$ cat config.mk
export PLATFORM = sky130hd
export DESIGN_NAME = serial_subtractor_flat
export DESIGN_NICKNAME = d
export VERILOG_FILES = /design/src/rtl/serial_subtractor_pkg.sv /design/src/rtl/serial_subtractor_if.sv /design/src/rtl/full_subtractor.sv /design/src/rtl/serial_subtractor.sv /design/src/flat_wrapper.sv
export SDC_FILE = /design/constraint.sdc
export NUM_CORES = 1
export LEC_CHECK = 0
export CELL_PAD_IN_SITES_DETAIL_PLACEMENT = 0
export CELL_PAD_IN_SITES_GLOBAL_PLACEMENT = 2
export CORE_MARGIN = 2
export CORE_UTILIZATION = 25
export CTS_CLUSTER_SIZE = 24
export DETAILED_ROUTE_END_ITERATION = 16
export PLACE_DENSITY_LB_ADDON = 0.12
export SYNTH_ARGS = -nofsm -noshare
export SYNTH_HDL_FRONTEND = slang
export SYNTH_SLANG_ARGS = --single-unit
$ cat constraint.sdc
create_clock -name clk -period 2.1 [get_ports clk]
set_clock_uncertainty 0.2 [all_clocks]
set_input_delay 0.315 -clock clk [delete_from_list [all_inputs] [get_ports clk]]
set_output_delay 0.315 -clock clk [all_outputs]
set_load 0.01 [all_outputs]
$ cat src/rtl/serial_subtractor_pkg.sv
// Shared definitions for the bit-serial subtractor: controller states and sizing.
package serial_subtractor_pkg;

  localparam int DEFAULT_WIDTH = 8;

  typedef enum logic [1:0] {
    IDLE = 2'd0,
    RUN  = 2'd1,
    DONE = 2'd2
  } state_e;

  // The counter must be able to hold WIDTH itself without wrapping.
  function automatic int cnt_width(input int width);
    return $clog2(width) + 1;
  endfunction

endpackage : serial_subtractor_pkg

$ cat src/rtl/serial_subtractor_if.sv
// Request/response bundle of the serial subtractor: operands in, status and result out.
interface serial_subtractor_if
  import serial_subtractor_pkg::*;
#(
  parameter int WIDTH = DEFAULT_WIDTH
);

  logic             start;
  logic [WIDTH-1:0] a;
  logic [WIDTH-1:0] b;
  logic             bin;
  logic             busy;
  logic             done;
  logic [WIDTH-1:0] diff;
  logic             bout;

  modport master (
    output start, a, b, bin,
    input  busy, done, diff, bout
  );

  modport slave (
    input  start, a, b, bin,
    output busy, done, diff, bout
  );

endinterface : serial_subtractor_if

$ cat src/rtl/full_subtractor.sv
// One-bit full subtractor cell: diff = a - b - bin, bout set when the bit borrows.
module full_subtractor (
  input  logic a,
  input  logic b,
  input  logic bin,
  output logic diff,
  output logic bout
);

  assign diff = a ^ b ^ bin;
  assign bout = (~a & b) | (~(a ^ b) & bin);

endmodule : full_subtractor

$ cat src/rtl/serial_subtractor.sv
// Bit-serial subtractor: one full-subtractor cell walks the operands LSB first,
// taking WIDTH cycles per operation, then pulses done with diff/bout held stable.
module serial_subtractor
  import serial_subtractor_pkg::*;
#(
  parameter int WIDTH = DEFAULT_WIDTH
) (
  input  logic                 clk,
  input  logic                 rst_n,
  serial_subtractor_if.slave   bus
);

  localparam int               CW   = cnt_width(WIDTH);
  localparam logic [CW-1:0]    LAST = CW'(WIDTH - 1);

  state_e           state_q,  state_d;
  logic [WIDTH-1:0] a_sh_q,   a_sh_d;
  logic [WIDTH-1:0] b_sh_q,   b_sh_d;
  logic [WIDTH-1:0] res_q,    res_d;
  logic             borrow_q, borrow_d;
  logic [CW-1:0]    cnt_q,    cnt_d;
  logic [WIDTH-1:0] diff_q,   diff_d;
  logic             bout_q,   bout_d;
  logic             done_q,   done_d;

  logic             cell_diff;
  logic             cell_bout;

  full_subtractor u_cell (
    .a    (a_sh_q[0]),
    .b    (b_sh_q[0]),
    .bin  (borrow_q),
    .diff (cell_diff),
    .bout (cell_bout)
  );

  // NOTE: every next-state variable gets a hold default before the case, so no
  // path through this block leaves one unassigned and no latch is inferred.
  always_comb begin
    state_d  = state_q;
    a_sh_d   = a_sh_q;
    b_sh_d   = b_sh_q;
    res_d    = res_q;
    borrow_d = borrow_q;
    cnt_d    = cnt_q;
    diff_d   = diff_q;
    bout_d   = bout_q;
    done_d   = 1'b0;

    case (state_q)
      IDLE: begin
        if (bus.start) begin
          a_sh_d   = bus.a;
          b_sh_d   = bus.b;
          borrow_d = bus.bin;
          cnt_d    = '0;
          state_d  = RUN;
        end
      end

      RUN: begin
        a_sh_d   = a_sh_q >> 1;
        b_sh_d   = b_sh_q >> 1;
        res_d    = {cell_diff, res_q[WIDTH-1:1]};
        borrow_d = cell_bout;
        cnt_d    = cnt_q + 1'b1;
        // Final bit: publish the completed result together with the last borrow.
        if (cnt_q == LAST) begin
          diff_d  = res_d;
          bout_d  = cell_bout;
          done_d  = 1'b1;
          state_d = DONE;
        end
      end

      DONE: begin
        state_d = IDLE;
      end

      default: begin
        state_d = IDLE;
      end
    endcase
  end

  // NOTE: state registers use non-blocking assignments so every flop samples
  // the values from before the edge, independent of statement order.
  always_ff @(posedge clk or negedge rst_n) begin
    if (!rst_n) begin
      state_q  <= IDLE;
      a_sh_q   <= '0;
      b_sh_q   <= '0;
      res_q    <= '0;
      borrow_q <= 1'b0;
      cnt_q    <= '0;
      diff_q   <= '0;
      bout_q   <= 1'b0;
      done_q   <= 1'b0;
    end else begin
      state_q  <= state_d;
      a_sh_q   <= a_sh_d;
      b_sh_q   <= b_sh_d;
      res_q    <= res_d;
      borrow_q <= borrow_d;
      cnt_q    <= cnt_d;
      diff_q   <= diff_d;
      bout_q   <= bout_d;
      done_q   <= done_d;
    end
  end

  assign bus.busy = (state_q == RUN);
  assign bus.done = done_q;
  assign bus.diff = diff_q;
  assign bus.bout = bout_q;

endmodule : serial_subtractor

$ cat src/flat_wrapper.sv
// flat-port wrapper written by rule: the top's interface ports become plain ports
module serial_subtractor_flat import serial_subtractor_pkg::*;
#(
  parameter int WIDTH = DEFAULT_WIDTH
)
  (clk, rst_n, bus_start, bus_a, bus_b, bus_bin, bus_busy, bus_done, bus_diff, bus_bout);
  serial_subtractor_if #(.WIDTH(WIDTH)) bus_i ();
  input  logic clk;
  input  logic rst_n;
  input wire logic [$bits(bus_i.start)-1:0] bus_start;
  input wire logic [$bits(bus_i.a)-1:0] bus_a;
  input wire logic [$bits(bus_i.b)-1:0] bus_b;
  input wire logic [$bits(bus_i.bin)-1:0] bus_bin;
  output wire logic [$bits(bus_i.busy)-1:0] bus_busy;
  output wire logic [$bits(bus_i.done)-1:0] bus_done;
  output wire logic [$bits(bus_i.diff)-1:0] bus_diff;
  output wire logic [$bits(bus_i.bout)-1:0] bus_bout;
  assign bus_i.start = bus_start;
  assign bus_i.a = bus_a;
  assign bus_i.b = bus_b;
  assign bus_i.bin = bus_bin;
  assign bus_busy = bus_i.busy;
  assign bus_done = bus_i.done;
  assign bus_diff = bus_i.diff;
  assign bus_bout = bus_i.bout;
  serial_subtractor #(.WIDTH(WIDTH)) u_core (.clk(clk), .rst_n(rst_n), .bus(bus_i));
endmodule
Word-level counts from Yosys, hierarchy flattened
Index checks and enable logic that the tools add are counted.
Storage, ports and cells
  register bits after elaboration: 41
  bits of input ports: 20
  output and inout port bits: 11
  logic and storage cells: 39
Cells by class
  add/subtract/negate cells: 1
  equality and inequality tests: 4
  multiplexer cells: 13
  bitwise gates (word level): 7
  reduce and logical (&&, ||, !) cells: 5
Operators with widths (count)
  $pmux 8 s2: 2
  $mux 8: 2
  $pmux 4 s2: 1
  $reduce_and 2->1: 3
  $add 4x1->4 const B: 1
  $eq 4x3->1 const B: 1
  $mux 2: 2
  $mux 4: 1
  $pmux 2 s2: 1
  $mux 1: 3
  $and 1x1->1: 2
  $eq 2x1->1 const B: 1
  $logic_not 2->1: 1
  $ne 2x1->1 const B: 1
  $ne 2x2->1 const B: 1
  $not 1->1: 2
  $pmux 1 s2: 1
  $reduce_bool 2->1: 1
  $xor 1x1->1: 2
  $or 1x1->1: 1

Logic depth before layout (Yosys ltp)
  depth in word-level cells: 5
  depth in mapped cells: 6
  depth with buffers taken out: 4

Cells and area by module
A second synthesis with hierarchy kept.
Second synthesis, totals
  cells, all modules: 172
  area total of the unflattened synthesis: 1794.2 um2
By module, submodules not included
  serial_subtractor: times used 1, cells each 168, area an instance 1762.9 um2
  full_subtractor: times used 1, cells each 4, area an instance 31.3 um2

Worst setup path after synthesis
Ideal clock, no wire load.
  path type: register to register
  from: register u_core.state_q[1]
  to: register u_core.diff_q[0] (netlist: u_core.bus.diff[0])
  setup time: 0.125 ns
  data arrival time: 1.353 ns
  data required time: 1.775 ns
  slack: 0.422 ns
  cell stages (with the launch flop): 5
  path buffers: 1
  cell sequence: dfrtp_1 -> buf_6 -> nand2b_4 -> nor3_4 -> mux2_2
Between the ends
  word-level cells in the longest chain between the ends: 2
RTL lines
  from (decl): line serial_subtractor.sv:16  | state_e state_q, state_d;
  from (signal assigned): line serial_subtractor.sv:100  | state_q <= state_d;
  $eq 2x1->1: line serial_subtractor.sv:50  | case (state_q)
  $reduce_and 2->1 (no line)
  to (signal assigned): line serial_subtractor.sv:106  | diff_q <= diff_d;
  to (decl): line serial_subtractor.sv:22  | logic [WIDTH-1:0] diff_q, diff_d;
Every way passes these cells.
A chain may end at the register's enable or synchronous reset.

Final worst setup path
  from: register u_core.state_q[1]
  to: output bus_busy
Between the ends
  word-level cells in the longest chain between the ends: 1
RTL lines
  $eq 2x1->1: line serial_subtractor.sv:112  | assign bus.busy = (state_q == RUN);
  to (decl): line flat_wrapper.sv:14  | output wire logic [$bits(bus_i.busy)-1:0] bus_busy;
Every way passes these cells.

==> results.toml <==
[synth]
async_flop_share = 1.000
syn-num-nets = 180
synth_edf_count = 0
netlist_instances = 158
ys_warn_count = 0
yosysUniqueCellTypes = 24
synth-seq-cells = 40
synthFlopType = "dfrtp_1"
postSynthAreaPerCell_sq_um = 10.90
yosysSeqAreaShare = 0.5810
synth_area_sq_um = 1723

[drt]
detail-route-antenna-nets = 0
drc = 0
vias_per_cell = 4.739
drtPass1Iterations = 4
vias = 1308
wl_microns = 3955
initialDrtViolationCount = 40
wl_per_cell_microns = 14.33

[global_route]
grt_max_degree = 36
grt_usage = 0.1166
grt_pass1_vias = 1401
grt_pass1_wl_microns = 6734
antenna_found_initial = 0
overflow = 0

[sta]
max_freq_mhz = 490.9
final.period_utilization = 0.9700
slew_headroom = 0.6687
fin_tns_setup_ps = 0
hold_viol_final = 0
rsz0062_at_grt = "no"
fin_crit_ps = 2037
drv_slew = 0
worstMarginPinSlew_ps = 495.4
setup_viol = 0
worst_hold_slack_ps = 183.2

[floorplanning]
fp-row-count = 30
die_y_microns = 87.02
dieArea_sq_um = 7572
ios = 31
start_util = 0.2564
core-area_sq_um = 6719
dieWidth_microns = 87.02

[clock_network]
worstSkewPairLatency_ps = 290
postCtsResizedCells = 0
cts.sinks = 40
cts_buffer_depth = 2
cts_tree = "done"
root_buffer = "clkbuf_8"
cts_setup_buffers = 0
htree_levels = 2
cts_buffers = 5
path_clk_slew_ps = 80
holdBufCountCts = 1

[power_and_ir_drop]
power_density_nw_per_um2 = 1450
p_leak_nw = 0.9919
irDropWorstVdd_mv = 0.3368

[job]
cap_violations = 0

[placement]
gp_congestion = 0.7213
placedCellCount = 267
dp_hpwl_microns = 2641
port_buffers = 30

[min_path]
hp-class = "input port to async pin"

[critical_path]
crit_fanout = 13
slowest_delay_ps = 530
critPathCaptureType = "output port"
ff2ff_path_depth = 4
crit_arrival_ps = 1520
worstSetupPathType = "register to output port"
startpoint_type = "register"
slowest_stage = "clkdlybuf4s50_1"
cp.required_ps = 1580
crit_chain = "nand2b_4, inv_1, clkdlybuf4s50_1"

[run_status]
status = "finished, final reports clean"

[finish]
regArea_sq_um = 1001
drive_above_1_share = 0.1480
final_core_utilization = 0.3404
multi_input_area_sq_um = 659.4
syn_to_final_growth_pct = 32.75
nFillCells = 688
diodes = 0
fin_cells = 276
nets = 217
[cell usage after synthesis, drive strengths merged (3+ instances only)]
cell,count,area [sq um]
nand2,32,120.1
buf,4,25.02
a22oi,14,105.1
o21ai,16,80.08
clkbuf,6,22.52
inv,4,15.01
mux2,9,101.4
a21oi,6,30.03
dfrtp,40,1001
a2bb2oi,3,26.28
a22o,4,35.03
nor2b,8,50.05
[through the flow]
step           cell area, sq um  setup WS (ps)  total power, W
3_5_place_dp               2151          281.3        0.002673
5_1_grt                    2287          5.346        0.003585
4_1_cts                    2287          39.18        0.003381
2_1_floorplan              1723          421.9        0.002119
6_report                   2287          63.05        0.003316
3_3_place_gp               2151          343.1        0.002641
[worst max-delay path, delay by kind of cell, from the launching register on]
| kind | cells | cell delay [ps] |
|---|---|---|
| buffers and inverters | 2 | 630 |
| and+or+nand+nor | 1 | 220 |
| DFF | 1 | 380 |
[final timing paths]
kind	from	endpoint	slack, ps
min in group clk	u_core.res_q[1]	u_core.res_q[1]	280
min reg2reg	u_core.res_q[1]	u_core.res_q[1]	280
max reg2reg	u_core.cnt_q[0]	u_core.bus.diff[4]	280
max in group asynchronous	rst_n	u_core.b_sh_q[6]	1100
min	rst_n	u_core.res_q[4]	180
max	u_core.state_q[1]	bus_busy	60
[cell families after synthesis]
group | synth area share
AO/OA/AOI/OAI | 0.1699
multiplexers | 0.06464
buffers and inverters | 0.03631
AND/OR/NAND/NOR | 0.1293
adder cells (fa/ha/maj) | 0.01888
flip-flops | 0.5810
[state kept, by name, summed over array words and instances, names as in the netlist]
signal / cells
u_core.b_sh_q: 8
u_core.res_q: 7
u_core.cnt_q: 4
u_core.state_q: 2
u_core.bus.bout: 1
u_core.bus.diff: 8
u_core.bus.done: 1
u_core.borrow_q: 1
u_core.a_sh_q: 8
[report_power, final]
group	internal, W	switching (W)	total [W]	leakage, nW
Sequential	0.00110	0.000211	0.00131	0.513
Clock	0.000419	0.000270	0.000689	0.0645
Combinational	0.000649	0.000666	0.00131	0.415
[metal layers]
metal / global-route usage / up-vias / routed length [microns]
met2: 0.2033 / 26 / 2015
met4: 0.04119 / 0 / 52
met3: 0.03412 / 5 / 165
li1: - / 624 / -
met1: 0.1354 / 653 / 1721
met5: 0 / - / 0
[layout make-up]
type / instances / area share
inverter: 4 / 0.006565
multi-input combinational: 104 / 0.2883
sequential: 40 / 0.4376
clock inverter: 1 / 0.01313
timing repair buffer: 40 / 0.1685
tap: 80 / 0.04376
clock buffer: 7 / 0.04212
[placed cells by master (no fill, tap or decap), types with 3 or more instances in the layout]
master,n
a21oi_1,6
a22o_1,4
nor2b_1,8
a2bb2oi_1,3
mux2_2,9
dfrtp_1,40
nand2_1,32
inv_1,4
o21ai_0,16
clkbuf_8,7
clkdlybuf4s50_1,29
buf_4,8
a22oi_1,14
Note: power is estimated with default switching activity, not from simulation.
